==> src/rtl/led_pkg.sv <==
// Shared definitions for the LED PWM driver: pattern mode encodings and PWM width.
package led_pkg;

  localparam int PWM_W = 8;

  typedef enum logic [1:0] {
    MODE_BIN  = 2'd0,
    MODE_BAR  = 2'd1,
    MODE_DOT  = 2'd2,
    MODE_GRAY = 2'd3
  } mode_t;

endpackage

==> src/rtl/led_pattern_map.sv <==
// Combinational mapping of a display value to an 8-bit LED pattern per mode.
module led_pattern_map
  import led_pkg::*;
(
  input  logic [PWM_W-1:0] value,
  input  logic [1:0]       mode,
  output logic [PWM_W-1:0] pattern
);

  // Bar length rounds up in steps of 32; the 9-bit sum keeps 255+31 from wrapping.
  logic [8:0] bar_sum;
  logic [3:0] bar_n;

  assign bar_sum = {1'b0, value} + 9'd31;
  assign bar_n   = bar_sum[8:5];

  // Select the pattern for the requested mode.
  always_comb begin
    pattern = '0;
    case (mode_t'(mode))
      MODE_BIN:  pattern = value;
      MODE_BAR: begin
        for (int i = 0; i < PWM_W; i++) begin
          pattern[i] = (4'(i) < bar_n);
        end
      end
      MODE_DOT:  pattern[value[7:5]] = 1'b1;
      MODE_GRAY: pattern = value ^ (value >> 1);
      default:   pattern = value;
    endcase
  end

endmodule

==> src/rtl/led_pwm_driver.sv <==
// Eight-LED PWM driver with a one-slot shadow register that is applied only at
// PWM period boundaries, so a displayed pattern never changes mid-period.
module led_pwm_driver
  import led_pkg::*;
#(
  parameter int PRESCALE_LOG2 = 4
) (
  input  logic             clk,
  input  logic             rst,
  input  logic [PWM_W-1:0] value,
  input  logic [1:0]       mode,
  input  logic [PWM_W-1:0] brightness,
  input  logic             in_valid,
  output logic             in_ready,
  output logic             LED0,
  output logic             LED1,
  output logic             LED2,
  output logic             LED3,
  output logic             LED4,
  output logic             LED5,
  output logic             LED6,
  output logic             LED7
);

  logic             tick;
  logic [PWM_W-1:0] pwm_cnt;
  logic             boundary;
  logic             xfer;

  logic             full;
  logic [PWM_W-1:0] sh_value;
  logic [1:0]       sh_mode;
  logic [PWM_W-1:0] sh_bright;

  logic [PWM_W-1:0] act_value;
  logic [1:0]       act_mode;
  logic [PWM_W-1:0] act_bright;

  logic [PWM_W-1:0] pattern;
  logic [PWM_W-1:0] led_raw_p0;
  logic [PWM_W-1:0] led_p1;

  generate
    if (PRESCALE_LOG2 == 0) begin : g_no_prescale
      assign tick = 1'b1;
    end else begin : g_prescale
      logic [PRESCALE_LOG2-1:0] pre_cnt;

      // Free-running prescaler; the tick fires on the cycle it wraps.
      always_ff @(posedge clk) begin
        if (rst) pre_cnt <= '0;
        else     pre_cnt <= pre_cnt + PRESCALE_LOG2'(1);
      end

      assign tick = &pre_cnt;
    end
  endgenerate

  // PWM counter advances once per tick and wraps every 256 ticks.
  always_ff @(posedge clk) begin
    if (rst)       pwm_cnt <= '0;
    else if (tick) pwm_cnt <= pwm_cnt + 8'd1;
  end

  assign boundary = tick && (pwm_cnt == 8'hFF);
  assign in_ready = !full && !rst;
  assign xfer     = in_valid && in_ready;

  // Shadow slot fills on a handshake and drains into the active set at a boundary.
  // A fill and a drain never coincide because a fill requires the slot to be empty.
  always_ff @(posedge clk) begin
    if (rst) begin
      full       <= 1'b0;
      sh_value   <= '0;
      sh_mode    <= '0;
      sh_bright  <= '0;
      act_value  <= '0;
      act_mode   <= '0;
      act_bright <= '0;
    end else begin
      if (boundary && full) begin
        act_value  <= sh_value;
        act_mode   <= sh_mode;
        act_bright <= sh_bright;
        full       <= 1'b0;
      end
      if (xfer) begin
        sh_value  <= value;
        sh_mode   <= mode;
        sh_bright <= brightness;
        full      <= 1'b1;
      end
    end
  end

  led_pattern_map u_map (
    .value   (act_value),
    .mode    (act_mode),
    .pattern (pattern)
  );

  // ---- stage p0: gate pattern with the duty compare ----
  assign led_raw_p0 = pattern & {PWM_W{pwm_cnt < act_bright}};

  // ---- stage p1: registered LED drives ----
  // Register the gated pattern so outputs are glitch-free.
  always_ff @(posedge clk) begin
    if (rst) led_p1 <= '0;
    else     led_p1 <= led_raw_p0;
  end

  assign LED0 = led_p1[7];
  assign LED1 = led_p1[6];
  assign LED2 = led_p1[5];
  assign LED3 = led_p1[4];
  assign LED4 = led_p1[3];
  assign LED5 = led_p1[2];
  assign LED6 = led_p1[1];
  assign LED7 = led_p1[0];

endmodule

==> config.mk <==
export PLATFORM = sky130hd
export DESIGN_NAME = led_pwm_driver
export DESIGN_NICKNAME = d
export VERILOG_FILES = /design/src/rtl/led_pkg.sv /design/src/rtl/led_pattern_map.sv /design/src/rtl/led_pwm_driver.sv
export SDC_FILE = /design/constraint.sdc
export NUM_CORES = 1
export LEC_CHECK = 0
export ABC_CLOCK_PERIOD_IN_PS = 3150
export BUFFER_PORTS_ARGS = -buffer_cell sky130_fd_sc_hd__buf_2
export CORE_MARGIN = 1
export CORE_UTILIZATION = 55
export DETAILED_ROUTE_END_ITERATION = 8
export PLACE_DENSITY = 0.75
export SYNTH_ARGS = -nofsm -noshare
export SYNTH_HDL_FRONTEND = slang
export SYNTH_SLANG_ARGS = --single-unit
==> constraint.sdc <==
create_clock -name clk -period 3.15 [get_ports clk]
set_input_delay 0.315 -clock clk [delete_from_list [all_inputs] [get_ports clk]]
set_output_delay 0.315 -clock clk [all_outputs]
set_load 0.05 [all_outputs]
==> results.sh <==
export IMPL_instances_no_fill=405
export IMPL_cts_root_buffer="clkbuf_8"
export IMPL_io_pins=30
export IMPL_setup_viol=0
export IMPL_ys_warn_count=0
export IMPL_placed_cells=389
export IMPL_syn_area_um2=2780
export IMPL_wl_per_cell_um=12.4
export IMPL_critPathBufInv=1
export IMPL_grt_first_pass_wirelength_um=8770
export IMPL_core_area_um2=4790
export IMPL_n_fill_cell=402
export IMPL_endpoint_kind="flop"
export IMPL_critPathArrivalTime_ps=2270
export IMPL_crit_slowest_cell="dfxtp_1"
export IMPL_fin_nets=377
export IMPL_drtPass1Iterations=4
export IMPL_ant_nets=0
export IMPL_fmax_mhz=494
export IMPL_place_worst_setup_slack_ps=1040
export IMPL_grt_pass1_vias=1923
export IMPL_drt_iter0_markers=166
export IMPL_period_minus_slack_ps=2020
export IMPL_syn_avg_cell_area_um2=9.04
export IMPL_cts_htree_levels=3
export IMPL_die_area_um2=5350
export IMPL_drv_slew=0
export IMPL_fin_setup_tns_ps=0
export IMPL_startpoint_type="flop"
export IMPL_hold_path_class="input pin to flop"
export IMPL_async_flop_share_pct=0
export IMPL_finalHoldViolCount=0
export IMPL_crit_type="flop to flop"
export IMPL_start_util_pct=58.2
export IMPL_worstSkewPairLatency_ps=340
export IMPL_vias_per_cell=5.24
export IMPL_overflow=0
export IMPL_io_buffers=29
export IMPL_fp_dieW_um=73.1
export IMPL_wirelength_um=5040
export IMPL_r2r_cells=7
export IMPL_cts_buffers=9
export IMPL_whs_path_depth=3
export IMPL_synth_distinct_cells=39
export IMPL_cap_violations=0
export IMPL_synth_nets=352
export IMPL_rr_endpoint="led_p1[5]$_SDFF_PP0_"
export IMPL_power_leakage_nw=1.19
export IMPL_synth_most_common_cell="dfxtp_1"
export IMPL_crit_required_ps=3390
export IMPL_gp_congestion=0.867
export IMPL_synth_top_area_share_pct=41.0
export IMPL_area_growth_pct=13.0
export IMPL_skew_ps=5.96
export IMPL_tightest_slew_ps=966
export IMPL_synthCells=308
export IMPL_r2r_slack_ps=1130
export IMPL_synth_edf_count=0
export IMPL_synth_seq_cells=57
export IMPL_slowest_delay_ps=380
export IMPL_hold_buffers=0
export IMPL_clockBufferDepth=2
export IMPL_cts_resized=0
export IMPL_dr_total_vias=2124
export IMPL_n_antenna_cell=0
export IMPL_fp_row_count=25
export IMPL_crit_chain="inv_1 -> ha_1 -> nor2b_1 -> a311oi_2 -> xnor2_1 -> a211oi_1 -> a2111oi_2"
export IMPL_post_route_cell_area_um2=3150
export IMPL_min_to="sh_value[3]$_SDFFE_PP0P_"
export IMPL_synth_area_leaders="dfxtp_1 (41%), ha_1 (10%), mux2i_1 (7.2%)"
export IMPL_critPathMaxFanout=6
export IMPL_postCtsSetupRepairBufs=0
export IMPL_worstHoldStart="value[3]"
export IMPL_power_density_nw_per_um2=505
export IMPL_fin_ws_ps=1130
export IMPL_r2r_start="act_value[4]$_SDFFE_PP0P_"
export IMPL_final_layout_size_suffix_gt1_share_pct=14.8
export IMPL_cts_tree="done"
export IMPL_min_period_over_period_pct=64.2
export IMPL_grt_start_max_net_pins=52
export IMPL_slew_headroom_pct=35.6
export IMPL_die_h_um=73.1
export IMPL_dpl_instance_area_um2=2920
export IMPL_irDropWorstVdd_uv=377
export IMPL_grt_usage_pct=21.8
export IMPL_synth_common_cells="dfxtp_1 (57), nor2_1 (32), nand2_1 (29)"
export IMPL_clock_sinks=57
export IMPL_clk_pin_slew_ps=70
export IMPL_run_status="complete, no violations"
export IMPL_drc=0
export IMPL_detailed_place_hpwl_um=3420
export IMPL_rsz0062_at_grt="no"
export IMPL_synth_seq_area_share_pct=41.0
export IMPL_ys_flop_type="dfxtp_1"
export IMPL_yosysTopAreaCell="dfxtp_1"
export IMPL_antenna_found_initial=0
export IMPL_crit_family="compound AO/OA/AOI/OAI gates"
## stage by stage
step / utilization [%] / hold WS, ps / total power, mW
final: 65.8 / 165 / 1.59
after global routing: 65.8 / 169 / 1.64
after CTS: 65.8 / 162 / 1.60
after detailed placement: 60.9 / 445 / 0.822
after global placement: 60.9 / 431 / 0.820
after floorplan: - / 417 / 0.804
## state kept, by name (all words and copies together) (netlist names)
signal	count
sh_value	8
act_bright	8
sh_bright	8
sh_mode	2
full	1
act_value	8
led_p1	8
g_prescale.pre_cnt	4
pwm_cnt	8
act_mode	2
## cell usage in the layout (no fill, tap or decap), types with 2 or more instances in the layout
| cell | count |
|---|---|
| a31oi_1 | 2 |
| nand4_1 | 4 |
| mux2i_1 | 20 |
| xnor2_1 | 4 |
| a211oi_1 | 7 |
| dfxtp_1 | 57 |
| o21ai_1 | 2 |
| xor2_1 | 6 |
| ha_1 | 23 |
| nand2b_1 | 20 |
| o21ai_0 | 27 |
| a311oi_1 | 2 |
| clkbuf_8 | 11 |
| o211ai_1 | 3 |
| nand2_1 | 29 |
| buf_2 | 29 |
| a22o_1 | 4 |
| nor3_1 | 6 |
| nor2_1 | 32 |
| clkinvlp_4 | 2 |
| inv_1 | 19 |
| nor2b_1 | 4 |
| bufinv_16 | 2 |
| a21oi_1 | 5 |
| or3_1 | 2 |
## layout make-up
class / count / area [um2] / area share [%]
Tap cell: 67 / 83.8 / 2.66
Timing Repair Buffer: 30 / 153 / 4.85
Clock inverter: 4 / 75.1 / 2.39
Clock buffer: 12 / 155 / 4.93
Sequential cell: 57 / 1140 / 36.3
Inverter: 19 / 71.3 / 2.27
Multi-Input combinational cell: 216 / 1470 / 46.6
## layer usage
| layer | up-vias | part of all wire (%) | wire, um | GRT usage [%] |
|---|---|---|---|---|
| met5 | - | 0 | 0 | 0 |
| met4 | 0 | 2.2 | 109 | 8.93 |
| met3 | 11 | 4.4 | 223 | 6.77 |
| met2 | 53 | 40 | 2040 | 30.9 |
| met1 | 950 | 53 | 2670 | 30.6 |
| li1 | 1110 | - | - | - |
## report_power, final
part	internal [mW]	total [mW]	switching, mW	leakage [nW]
clock network	0.489	0.782	0.293	0.109
registers	0.741	0.753	0.0117	0.463
logic	0.0242	0.0536	0.0294	0.620
## logic make-up after synthesis
group	count (synthesis)	share of synthesized area, %
AOI/OAI and AO/OA	60	14.2
buffers and inverters	35	6.52
adders and majority gates	23	10.3
xor gates and xnor gates	10	3.15
muxes	20	7.19
and+or+nand+nor	103	17.7
DFF	57	41.0
## worst max-delay path by stage
stage                                    startpoint                       end  slack, ps  cells after the start
final                     act_value[4]$_SDFFE_PP0P_      led_p1[5]$_SDFF_PP0_       1130                      7
after global routing      act_value[5]$_SDFFE_PP0P_      led_p1[5]$_SDFF_PP0_        910                      6
after CTS                 act_value[4]$_SDFFE_PP0P_      led_p1[5]$_SDFF_PP0_       1130                      7
after detailed placement                        rst   sh_mode[1]$_SDFFE_PP0P_       1040                      4
after global placement                          rst  sh_value[1]$_SDFFE_PP0P_       1150                      4
after floorplan                   full$_SDFFE_PP0P_  sh_value[5]$_SDFFE_PP0P_       1220                      5
## worst reg2reg max path, cell delays in order (launching register included)
cell and delay [ps]:
dfxtp_1 380, inv_1 100, ha_1 220, nor2b_1 140, a311oi_2 310, xnor2_1 280, a211oi_1 160, a2111oi_2 330
Note: power is estimated with default switching activity, not from simulation.
